**src/rtl/flatten_streamer.sv**
```systemverilog
// flatten_streamer: reads NUM_WORDS layer-1 words in flatten (row-major)
// order and streams them out through a small credit-controlled FIFO,
// tracking the running unsigned maximum of the streamed words.
//
// state  | meaning
// IDLE   | waiting for start; max_val holds the last run's result
// READ   | issuing reads 0..NUM_WORDS-1 while FIFO credits allow
// DRAIN  | all reads issued; emptying FIFO until the last beat
// FINISH | one-cycle done pulse, then back to IDLE
module flatten_streamer #(
  parameter int         NUM_WORDS  = 1024,
  parameter int         FIFO_DEPTH = 4,
  parameter logic [2:0] L1_SEL     = 3'b011
) (
  input  logic        clk,
  input  logic        reset,
  input  logic        start,
  output logic        busy,
  output logic        crd,
  output logic [11:0] caddr_rd,
  output logic [2:0]  csel,
  input  logic [19:0] cdata_rd,
  output logic        m_valid,
  input  logic        m_ready,
  output logic [19:0] m_data,
  output logic        m_last,
  output logic        done,
  output logic [19:0] max_val
);

  localparam int AW = $clog2(NUM_WORDS + 1);
  localparam int PW = $clog2(FIFO_DEPTH);
  localparam int CW = PW + 1;
  localparam logic [AW-1:0] LAST_IDX = AW'(NUM_WORDS - 1);
  localparam logic [CW:0]   DEPTH_V  = (CW+1)'(FIFO_DEPTH);

  typedef enum logic [1:0] {IDLE, READ, DRAIN, FINISH} state_t;
  state_t state_q, state_d;

  logic [AW-1:0] addr_q;
  logic [AW-1:0] beat_q;
  logic          inflight_q;
  logic [19:0]   fifo_mem [FIFO_DEPTH];
  logic [PW-1:0] wr_ptr_q;
  logic [PW-1:0] rd_ptr_q;
  logic [CW-1:0] cnt_q;
  logic [19:0]   max_q;
  logic          start_ok;
  logic          credit_ok;
  logic          push;
  logic          pop;

  assign start_ok  = (state_q == IDLE) && start;
  // Count the read in flight against the FIFO so its data always has a slot.
  assign credit_ok = ({1'b0, cnt_q} + {{CW{1'b0}}, inflight_q}) < DEPTH_V;
  assign push      = inflight_q;
  assign pop       = m_valid && m_ready;

  assign caddr_rd = 12'(addr_q);
  assign csel     = crd ? L1_SEL : 3'b000;
  assign m_valid  = (cnt_q != '0);
  assign m_data   = fifo_mem[rd_ptr_q];
  // Last flag comes from the beat count so it follows the consumer side.
  assign m_last   = m_valid && (beat_q == LAST_IDX);
  assign max_val  = max_q;

  // State register.
  always_ff @(posedge clk or posedge reset) begin
    if (reset) state_q <= IDLE;
    else       state_q <= state_d;
  end

  // Next-state decode plus read strobe, busy and done.
  always_comb begin
    state_d = state_q;
    crd     = 1'b0;
    done    = 1'b0;
    busy    = (state_q != IDLE);
    case (state_q)
      IDLE:   if (start) state_d = READ;
      READ: begin
        if (credit_ok) begin
          crd = 1'b1;
          if (addr_q == LAST_IDX) state_d = DRAIN;
        end
      end
      DRAIN:  if (pop && m_last) state_d = FINISH;
      FINISH: begin
        done    = 1'b1;
        state_d = IDLE;
      end
      default: state_d = IDLE;
    endcase
  end

  // Address and beat counters, cleared when a run is accepted.
  always_ff @(posedge clk or posedge reset) begin
    if (reset) begin
      addr_q <= '0;
      beat_q <= '0;
    end else if (start_ok) begin
      addr_q <= '0;
      beat_q <= '0;
    end else begin
      if (crd) addr_q <= addr_q + AW'(1);
      if (pop) beat_q <= beat_q + AW'(1);
    end
  end

  // One-cycle read latency tracker; cleared by reset so stale data is dropped.
  always_ff @(posedge clk or posedge reset) begin
    if (reset) inflight_q <= 1'b0;
    else       inflight_q <= crd;
  end

  // Output FIFO: returned read data is pushed on the edge it is sampled.
  always_ff @(posedge clk or posedge reset) begin
    if (reset) begin
      for (int i = 0; i < FIFO_DEPTH; i++) fifo_mem[i] <= '0;
      wr_ptr_q <= '0;
      rd_ptr_q <= '0;
      cnt_q    <= '0;
    end else begin
      if (push) begin
        fifo_mem[wr_ptr_q] <= cdata_rd;
        wr_ptr_q           <= wr_ptr_q + PW'(1);
      end
      if (pop) rd_ptr_q <= rd_ptr_q + PW'(1);
      case ({push, pop})
        2'b10:   cnt_q <= cnt_q + CW'(1);
        2'b01:   cnt_q <= cnt_q - CW'(1);
        default: cnt_q <= cnt_q;
      endcase
    end
  end

  // Running unsigned maximum of transferred beats.
  always_ff @(posedge clk or posedge reset) begin
    if (reset)                     max_q <= '0;
    else if (start_ok)             max_q <= '0;
    else if (pop && m_data > max_q) max_q <= m_data;
  end

endmodule

```
**config.mk**
```make
export PLATFORM = sky130hd
export DESIGN_NAME = flatten_streamer
export DESIGN_NICKNAME = d
export VERILOG_FILES = /design/src/rtl/flatten_streamer.sv
export SDC_FILE = /design/constraint.sdc
export NUM_CORES = 1
export LEC_CHECK = 0
export CORE_MARGIN = 5
export CORE_UTILIZATION = 30
export CTS_CLUSTER_DIAMETER = 200
export DETAILED_ROUTE_END_ITERATION = 16
export GPL_TIMING_DRIVEN = 0
export SYNTH_ARGS = -nofsm -noshare
export SYNTH_HDL_FRONTEND = slang
export SYNTH_SLANG_ARGS = --single-unit
```
**constraint.sdc**
```tcl
create_clock -name clk -period 12.5 [get_ports clk]
set_input_delay 3.125 -clock clk [delete_from_list [all_inputs] [get_ports clk]]
set_output_delay 3.125 -clock clk [all_outputs]
set_load 0.005 [all_outputs]
```
==> flow_summary.yaml <==
run_status:
  outcome: "complete, no violations"
detailed_routing:
  first_pass_iters: 5
  antenna_left: 0
  avgViaCountPerCell: 4.84
  finalWirelength_microns: 17300
  routedWlPerCell_microns: 16.6
  drc: 0
  drt_iter0_markers: 262
  num_vias: 5050
clock_tree:
  cts.repair.resized: 0
  clkSinkCount: 132
  cts_buffer_depth: 2
  cts_tree: "built"
  htreeDepth: 4
  clk_transition_reported_paths_ns: 0.06
  cts-root-buf: "clkbuf_16"
  clock_latency_ns: 0.42
  numCtsBuffers: 17
  hold_buffers: 0
  post_cts_buffers: 0
timing:
  final.period_utilization_pct: 44.7
  slew-limit-headroom_pct: 50.3
  fin_worst_skew_ns: 0.0102
  finalSetupTns_ns: 0
  fmax_ghz: 0.179
  worst_slew_pin_slew_ns: 0.745
  setup_viol: 0
  hold_violations: 0
  drv_slew: 0
  rsz0062_at_grt: "false"
  setup_ws_ns: 6.91
  period_minus_slack_ns: 5.59
yosys:
  synth_compound_area_share_pct: 5.14
  synthAdderAreaFrac_pct: 6.04
  synthTopCellsByCount: "dfrtp_1 (132), mux2_2 (80), nand2_1 (60), nand4_1 (51), nor2_1 (40)"
  yosysUniqueCellTypes: 39
  synth_warnings: 0
  synth_edf_count: 0
  synthMuxAreaShare_pct: 19.9
  syn_inst: 615
  ys_ff_latch: 132
  synthSimpleGateAreaFrac_pct: 14.3
  syn_area_per_cell_sq_um: 11.3
  synth_top_family_by_area: "multiplexers"
  yosysMostFrequentCell: "dfrtp_1"
  synth_area_sq_mm: 0.00696
  synth_area_leaders: "dfrtp_1 (47%), mux2_2 (13%), mux4_2 (6.5%)"
  synth_top_area_cell: "dfrtp_1"
  yosys.area.top_type_share_pct: 47.4
  synth-async-reset-ratio_pct: 100
  synthFlopType: "dfrtp_1"
  yosysSeqAreaShare_pct: 47.4
  synth_xor_area_share_pct: 2.64
die:
  die-width_microns: 162
  dieArea_sq_mm: 0.0264
  fp.coreArea_sq_mm: 0.0228
  io_pins: 84
  start_util_pct: 30.6
  rows: 55
  die_h_microns: 162
grt:
  overflow: 0
  grt_usage_pct: 13.5
  grt_pass1_vias: 5154
  grt_pass1_wl_microns: 28100
  antenna_found_initial: 0
  grt_max_degree: 75
place:
  place_congestion: 0.806
  io_buffers: 81
  place_ws_ns: 7.28
  dp_hpwl_microns: 12400
power_and_ir_drop:
  pwr-share-clk_pct: 18.0
  swShare_pct: 38.4
  power_density_mw_per_mm2: 291
  p_int_mw: 1.57
  p_seq_share_pct: 28.9
  vdd_ir_drop_max_mv: 0.129
  p_sw_uw: 978
  pwr-share-comb_pct: 53.1
  p_leak_nw: 3.71
flow_run:
  cap_violations: 0
worst_hold_path:
  min_path_type: "flip-flop to flip-flop"
  min_path_cells: 1
  worstHoldStart: "cnt_q[2]"
  min_to: "cnt_q[2]"
finish:
  fin_nets: 774
  drive_gt1_share_pct: 20.3
  n_antenna_cell: 0
  post-route-util_pct: 38.4
  area_growth_pct: 25.6
setup_path:
  cp_max_fo: 10
  cp_data_required_time_ns: 9.38
  arrival_ns: 2.47
  cp-end-kind: "output port"
  r2r_slack_ns: 8.70
  r2r_cells: 10
  crit_type: "flip-flop to output port"
  startpoint_type: "flip-flop"
  r2r_start: "rd_ptr_q[0]"
  r2r_end: "max_val[8]"
-- how the worst max path moves through the flow --
stage	start	end	slack, ns	cells after the start
floorplan	reset	addr_q[0]	5.85	1
global placement	reset	max_val[14]	3.77	2
detailed placement	start	beat_q[7]	7.28	6
CTS	rd_ptr_q[0]	m_data[1]	6.82	4
global route	rd_ptr_q[0]	m_data[1]	6.76	4
finish	rd_ptr_q[0]	m_data[1]	6.91	4
-- kinds of logic (layout without fill, tap and decap cells) --
family                   count (synthesis)  in the layout
AO/OA/AOI/OAI                           51             51
AND/OR/NAND/NOR                        200            200
flip-flops                             132            132
adder cells (fa/ha/maj)                 33             33
other                                    1              2
multiplexers                           103            103
XOR/XNOR                                21             21
buffers and inverters                   74            188
-- metal layers --
| layer | GRT usage, % | vias to the layer above | share of wire (%) |
|---|---|---|---|
| met2 | 21.2 | 125 | 47 |
| met3 | 3.19 | 21 | 4.3 |
| met4 | 4.42 | 0 | 1.6 |
| met1 | 18.4 | 2493 | 47 |
| li1 | - | 2411 | - |
| met5 | 0 | - | 0 |
-- area by class of cell --
type	count	area (sq um)
buffer	42	198
clock buffer	20	447
clock inverter	12	95.1
fill	2190	14000
inverter	32	125
multi-input combinational	410	3350
sequential	132	3300
tap	313	392
timing repair buffer	82	838
-- power groups by stage --
stage | Sequential, mW | Clock [mW] | Combinational [mW]
after floorplan | 0.715 | 0 | 0.864
after global placement | 0.738 | 0 | 1.34
after detailed placement | 0.743 | 0 | 1.36
after CTS | 0.737 | 0.472 | 1.37
after global routing | 0.759 | 0.492 | 1.50
final | 0.734 | 0.459 | 1.35
-- metrics by stage --
step	hold WS, ns	cells	cell area (sq um)	total power, mW
finish	0.485	1043	8740	2.54
detailed placement	0.472	1011	8200	2.10
CTS	0.483	1043	8740	2.58
floorplan	0.455	616	6970	1.58
global placement	0.475	1010	8170	2.08
global route	0.508	1043	8740	2.75
-- registers in the layout (all words and copies together), names as in the netlist --
name	flops
inflight_q	1
fifo_mem	80
max_val	20
rd_ptr_q	2
addr_q	11
wr_ptr_q	2
cnt_q	3
beat_q	11
state_q	2
-- worst max-delay path: stages, from the launching register on --
cell and delay, ns:
dfrtp_1 0.46, buf_2 0.31, buf_2 0.34, mux4_2 0.43, clkdlybuf4s50_1 0.50
-- placed cells by master (no fill, tap or decap), types with 2 or more instances in the layout --
master           synthesis  routed
dfrtp_1                132     132
clkbuf_1                28      30
buf_2                    8       8
clkinv_4                 0       2
mux2i_1                  2       2
or3_1                   26      26
conb_1                   1       2
and2_1                   3       3
xnor2_1                  6       6
ha_1                    32      32
mux4_2                  20      20
a211o_1                 20      20
a21oi_1                 13      13
clkinv_2                 0       2
buf_6                    2       2
nand3_1                  7       7
inv_6                    0       7
nor2b_1                  2       2
clkinvlp_4               0       2
clkbuf_16                0      17
and3_1                   3       3
nand4_1                 51      51
nor2_1                  40      40
xor2_1                  15      15
nand2_1                 60      60
inv_1                   31      30
a21o_1                   3       3
clkdlybuf4s50_1          0      81
buf_4                    4       4
mux2_2                  80      80
nor3_1                   4       4
o21ai_0                  9       9
No activity file was read; power rests on OpenSTA's default activity.
